--- src/rtl/ram_bus_pkg.sv ---
// Shared definitions for the RAM bus controller: FSM state encoding and the
// supported range of RAM read latencies.
package ram_bus_pkg;

    typedef enum logic [1:0] {
        ST_IDLE   = 2'd0,
        ST_ACCESS = 2'd1,
        ST_WAIT   = 2'd2,
        ST_DONE   = 2'd3
    } bus_state_e;

    localparam int READ_LATENCY_MIN = 1;
    localparam int READ_LATENCY_MAX = 2;

    // A RAM that needs the full two edges gets an extra WAIT cycle before DONE.
    function automatic logic needs_wait(input int read_latency);
        return (read_latency >= READ_LATENCY_MAX) ? 1'b1 : 1'b0;
    endfunction

endpackage

--- src/rtl/ram_bus_ctrl.sv ---
// picorv32 native-bus to synchronous RAM bridge: one strobed ACCESS cycle per
// request, optional WAIT for two-edge RAMs, and a single-cycle mem_ready pulse.
module ram_bus_ctrl
    import ram_bus_pkg::*;
#(
    parameter logic [31:0] BASE_ADDR    = 32'h0000_0000,
    parameter int          ADDR_BITS    = 13,
    parameter int          READ_LATENCY = 1
) (
    input  logic                 clk_cpu,
    input  logic                 resetn,
    input  logic                 mem_valid,
    input  logic [31:0]          mem_addr,
    input  logic [31:0]          mem_wdata,
    input  logic [3:0]           mem_wstrb,
    output logic                 mem_ready,
    output logic [31:0]          mem_rdata,
    output logic                 ram_sel,
    output logic [3:0]           ram_wen,
    output logic [ADDR_BITS-1:0] ram_address,
    output logic [31:0]          ram_wdata,
    input  logic [31:0]          ram_rdata
);

    localparam logic WAIT_EN = needs_wait(READ_LATENCY);

    bus_state_e state_r;
    logic       is_write_r;
    logic       hit_s;

    // Window decode: only the bits above the window size are compared.
    always_comb begin
        hit_s = 1'b0;
        if (mem_valid && (mem_addr[31:ADDR_BITS] == BASE_ADDR[31:ADDR_BITS])) begin
            hit_s = 1'b1;
        end else begin
            hit_s = 1'b0;
        end
    end

    // Transaction FSM; every bus output is a register so the RAM sees clean strobes.
    always_ff @(posedge clk_cpu or negedge resetn) begin
        if (!resetn) begin
            state_r     <= ST_IDLE;
            is_write_r  <= 1'b0;
            mem_ready   <= 1'b0;
            mem_rdata   <= 32'h0000_0000;
            ram_sel     <= 1'b0;
            ram_wen     <= 4'b0000;
            ram_address <= '0;
            ram_wdata   <= 32'h0000_0000;
        end else begin
            case (state_r)
                ST_IDLE: begin
                    mem_ready <= 1'b0;
                    if (hit_s) begin
                        is_write_r  <= (mem_wstrb != 4'b0000);
                        ram_sel     <= 1'b1;
                        ram_wen     <= mem_wstrb;
                        ram_address <= mem_addr[ADDR_BITS-1:0];
                        ram_wdata   <= mem_wdata;
                        state_r     <= ST_ACCESS;
                    end else begin
                        ram_sel <= 1'b0;
                        ram_wen <= 4'b0000;
                        state_r <= ST_IDLE;
                    end
                end
                ST_ACCESS: begin
                    ram_sel <= 1'b0;
                    ram_wen <= 4'b0000;
                    if (is_write_r) begin
                        mem_ready <= 1'b1;
                        state_r   <= ST_DONE;
                    end else if (!WAIT_EN) begin
                        mem_rdata <= ram_rdata;
                        mem_ready <= 1'b1;
                        state_r   <= ST_DONE;
                    end else begin
                        state_r <= ST_WAIT;
                    end
                end
                ST_WAIT: begin
                    mem_rdata <= ram_rdata;
                    mem_ready <= 1'b1;
                    state_r   <= ST_DONE;
                end
                ST_DONE: begin
                    // No acceptance here: guarantees an IDLE cycle between requests.
                    mem_ready <= 1'b0;
                    state_r   <= ST_IDLE;
                end
                default: begin
                    mem_ready <= 1'b0;
                    ram_sel   <= 1'b0;
                    ram_wen   <= 4'b0000;
                    state_r   <= ST_IDLE;
                end
            endcase
        end
    end

endmodule
--- config.mk ---
export PLATFORM = sky130hd
export DESIGN_NAME = ram_bus_ctrl
export DESIGN_NICKNAME = d
export VERILOG_FILES = /design/src/rtl/ram_bus_pkg.sv /design/src/rtl/ram_bus_ctrl.sv
export SDC_FILE = /design/constraint.sdc
export NUM_CORES = 1
export LEC_CHECK = 0
export CORE_UTILIZATION = 38
export CTS_CLUSTER_DIAMETER = 40
export DETAILED_ROUTE_END_ITERATION = 8
export GPL_ROUTABILITY_DRIVEN = 0
export GPL_TIMING_DRIVEN = 0
export HOLD_SLACK_MARGIN = 0.06
export PLACE_DENSITY = 0.77
export SLEW_MARGIN = 0
export SYNTH_ARGS = -nofsm -noshare
export SYNTH_HDL_FRONTEND = slang
export SYNTH_SLANG_ARGS = --single-unit
--- constraint.sdc ---
create_clock -name clk_cpu -period 2.1 [get_ports clk_cpu]
set_input_delay 0.42 -clock clk_cpu [delete_from_list [all_inputs] [get_ports clk_cpu]]
set_output_delay 0.42 -clock clk_cpu [all_outputs]
set_load 0.03 [all_outputs]
# == Yosys cells after proc, flatten, opt, wreduce, memory -nomap -nowiden ==
# Cells that the tools add are included.
# totals
reg_bits,86
out_inout_bits,83
word_cells,32
# op_classes
eq_ne,4
mux,10
n_reduce_logical,10
# op_table
cell,n
32-bit one-hot mux with 2 select lines,1
32-bit 2-to-1 mux,1
19-bit zero test,1
4-bit one-hot mux with 2 select lines,1
2-bit one-hot mux with 3 select lines,1
"2-bit == test, second input constant",2
4-bit 2-to-1 mux,1
1-bit one-hot mux with 2 select lines,2
2-bit AND reduction,2
2-bit nonzero test,2
4-bit nonzero test,1
2-bit OR reduction,2
1-bit 2-to-1 mux,3
"2-bit by 1-bit == test with 1-bit output, second input constant",1
2-bit zero test,1
"2-bit inequality test, second input constant",1
1-bit logical AND,1

# == Longest topological paths before layout ==
# depth
depth_word,5
depth_mapped,8
depth_no_buf,6

# == Least setup slack after synthesis ==
# OpenSTA, ideal clock, no wires.
# synth_path
path_kind,reg2reg
start,"register, netlist name mem_ready"
end,register ram_address[0]
t_arrival_ns,1.907
t_required_ns,1.973
path_stages_with_launch,9
slack_ns,0.065
path_buffers,2
synth_period_minus_slack_ns,2.035
setup_ns,0.127
cell_sequence,dfrtp_1 -> inv_1 -> ha_1 -> and4bb_2 -> nand2_1 -> nor3_2 -> buf_6 -> buf_6 -> mux2_1
# synth_rtl
element,line,rtl
"end signal, assigned",ram_bus_ctrl.sv:60,ram_address <= mem_addr[ADDR_BITS-1:0];
"end, declared",ram_bus_ctrl.sv:20,"output logic [ADDR_BITS-1:0] ram_address,"

# == Worst setup path in the final report ==
# layout_path
start,input mem_addr[30]
end,register ram_wdata[28]
# layout_between
elab_chain_cells,4
# layout_lines
element,line,rtl
"start, declared",ram_bus_ctrl.sv:13,"input logic [31:0] mem_addr,"
19-bit zero test,ram_bus_ctrl.sv:34,if (mem_valid && (mem_addr[31:ADDR_BITS] == BASE_ADDR[31:ADDR_BITS])) begin
1-bit logical AND,ram_bus_ctrl.sv:34,
1-bit 2-to-1 mux,ram_bus_ctrl.sv:34,
2-bit AND reduction (no source line),-,
"end signal, assigned",ram_bus_ctrl.sv:61,ram_wdata <= mem_wdata;
"end, declared",ram_bus_ctrl.sv:21,"output logic [31:0] ram_wdata,"
# Every way passes these cells.
# A chain may end at the register's enable or synchronous reset.

==> metrics <==
port bufs=185; pre-CTS setup slack=-279 ps; CTS HTree Levels=3; reg2reg setup slack=170 ps; crit path launch type=input pin; die height=94.8 um; slowest stage cell, crit path=clkdlybuf4s50_1; Post-DP Area=5280 um2; Synth warnings=0; critical register-to-register path endpoint=ram_wdata[28]; Final period util=92.3%; Post-DRT Antenna Nets=0; RSZ-0062 raised after global routing=no; total number of vias=2440; CP Class=in -> reg; hpwl dp=6120 um; Compound-Gate Fraction of Synth Area=1.84%; minimum clock period=1940 ps; initial antenna violation count=0; core area=8260 um2; Worst slew margin=60.6%; Critical Path Start=mem_addr[30]; CTS tree=built; CP Cell Sequence=clkdlybuf4s50_1, nor4_1, nand2_1, nor3_4, buf_6, buf_6, mux2_1; main combinational cell family by area after synthesis=multiplexers; vias in the first global route=2574; number of antenna diodes=0; mux contribution to synthesized area=26.9%; synthesized area=3270 um2; Final Worst Setup Slack=162 ps; total chip power=3.02 mW; die width=94.8 um; Syn-to-layout area delta=69.4%; global-route wire length before repair=12400 um; most frequent CP cell=buf_6; Worst-Margin Slew=586 ps; Seq/Total Area, Yosys=65.1%; Num CTS Buffers=9; Longest Clk Path Bufs=2; Seq cells post-synth=85; die area=8980 um2; total track usage=18.1%; adder-cell area share of the yosys netlist=1.15%; final setup violation count=0; WP data arrival=2150 ps; maximum fanout along the worst path=10; max-slew violations=0; Max-Cap Viols=0; grt ovf=0; Final TNS setup=0 ps; Post-Syn Nets=306; CTS clk-pin slew, worst paths=80 ps; crit path to=ram_wdata[28]; post-synthesis simple-gate area fraction=2.68%; final hold violations=0; sequential cell area=2130 um2; io pins=186; Reg-to-Reg Start=mem_ready; WL/cell=15.5 um; Fmax=0.516 GHz; Root Driver=clkbuf_8; status=completed; drc violations=0; # fillers=628; Leakage=2.58 nW; Routed Wire Length=7920 um; path type of the worst min-delay path=reg -> reg; share of post-route cells with drive strength above 1=23.0%; most common cell after layout, fill and taps aside=clkdlybuf4s50_1; cell count of the worst reg-to-reg path=8; Synth Area in XOR/XNOR=0%; largest net degree at the start of global routing=72; multi-input logic area=1090 um2; Design Area, Final=5540 um2; Netlist cell types=20; CTS sink count=85; first-pass iteration count of the detailed router=4; VDD IR max=337 uV; Starting DRT DRC Count=63; slowest stage delay, CP=410 ps; Layout Nets=506; Required @ worst endpoint=2310 ps; Via density=4.78; Post-Syn Instances=200; Crit. End Element=flop; power density cells=545 nW/um2; Initial Utilization=39.6%; syn avg cell area=16.3 um2; skew final=12.8 ps; row count=33; most frequent cells in the layout=clkdlybuf4s50_1, dfrtp_1, mux2_2, mux2_1, clkbuf_8; Clk Latency, worst-skew pair=340 ps
==> routing by layer <==
layer	vias up	routed length, um	track usage (%)
met1	1199	2980	20.0
met3	9	675	5.48
met2	114	4170	33.2
met4	0	98	5.30
li1	1118	-	-
met5	-	0	0
==> cells in the mapped netlist, drive strengths merged <==
library cell	n	area, um2
mux2	78	878
buf	8	63.8
or4	1	7.51
dfrtp	85	2130
nand2	4	15.0
nor2	2	7.51
a21o	1	7.51
nor4	3	18.8
o21ai	1	5.00
ha	3	37.5
o21a	1	7.51
nor2b	1	6.26
a32o	4	40.0
nor3	3	20.0
inv	4	15.0
and4bb	1	12.5
==> cells by family after synthesis <==
kind of cell / after synthesis
simple gates: 15
compound gates: 7
flops: 85
fa+ha+maj: 3
buf+inv: 12
mux: 78
==> worst min path at each step <==
| stage | start | end | slack, ps | cells after the start |
|---|---|---|---|---|
| after floorplan | resetn | is_write_r | 120 | 0 |
| after global routing | resetn | ram_wdata[23] | 490 | 2 |
| after detailed placement | resetn | mem_rdata[30] | 300 | 1 |
| after CTS | resetn | mem_rdata[21] | 480 | 2 |
| final | ram_wdata[29] | ram_wdata[29] | 490 | 1 |
| after global placement | ram_wdata[26] | ram_wdata[26] | 470 | 1 |
==> per-stage QoR <==
stage / utilization [%] / hold WS, ps / instances
after global placement: 63.6 / 469 / 490
after global routing: 67.1 / 491 / 510
after CTS: 66.9 / 478 / 510
after floorplan: - / 124 / 200
final: 67.1 / 494 / 510
after detailed placement: 63.9 / 298 / 491
==> worst max-delay path, delay by kind of cell <==
family,cells,cell delay (ps)
and+or+nand+nor,3,660
buffers and inverters,3,720
muxes,1,340
==> state kept, by name, indices dropped and copies added, names as in the netlist <==
| name | count |
|---|---|
| mem_rdata | 32 |
| ram_wdata | 32 |
| state_r | 1 |
| ram_address | 13 |
| ram_wen | 4 |
| ram_sel | 1 |
| mem_ready | 1 |
| is_write_r | 1 |
==> final cells by class <==
cell class,instances,share of cell area (%)
Clock buffer,11,2.55
Tap cell,105,2.37
Multi-Input combinational cell,103,19.6
Buffer,8,1.15
Sequential cell,85,38.4
Clock inverter,5,1.08
Timing Repair Buffer,189,34.6
Inverter,4,0.271
==> power breakdown <==
| group | internal (mW) | switching, mW | leakage, nW | total [mW] |
|---|---|---|---|---|
| Sequential | 1.64 | 0.000377 | 1.19 | 1.64 |
| Combinational | 0.175 | 0.0625 | 1.29 | 0.238 |
| Clock | 0.585 | 0.562 | 0.0995 | 1.15 |
==> timing repair <==
action,4_1_cts,5_1_grt
endpoints found under the hold margin,14,0
resized for setup,2,4
pin swaps,0,1
hold buffers,1,0
buffers inserted,2,0
endpoints found under the setup margin,18,70
No activity file was read; power rests on OpenSTA's default activity.
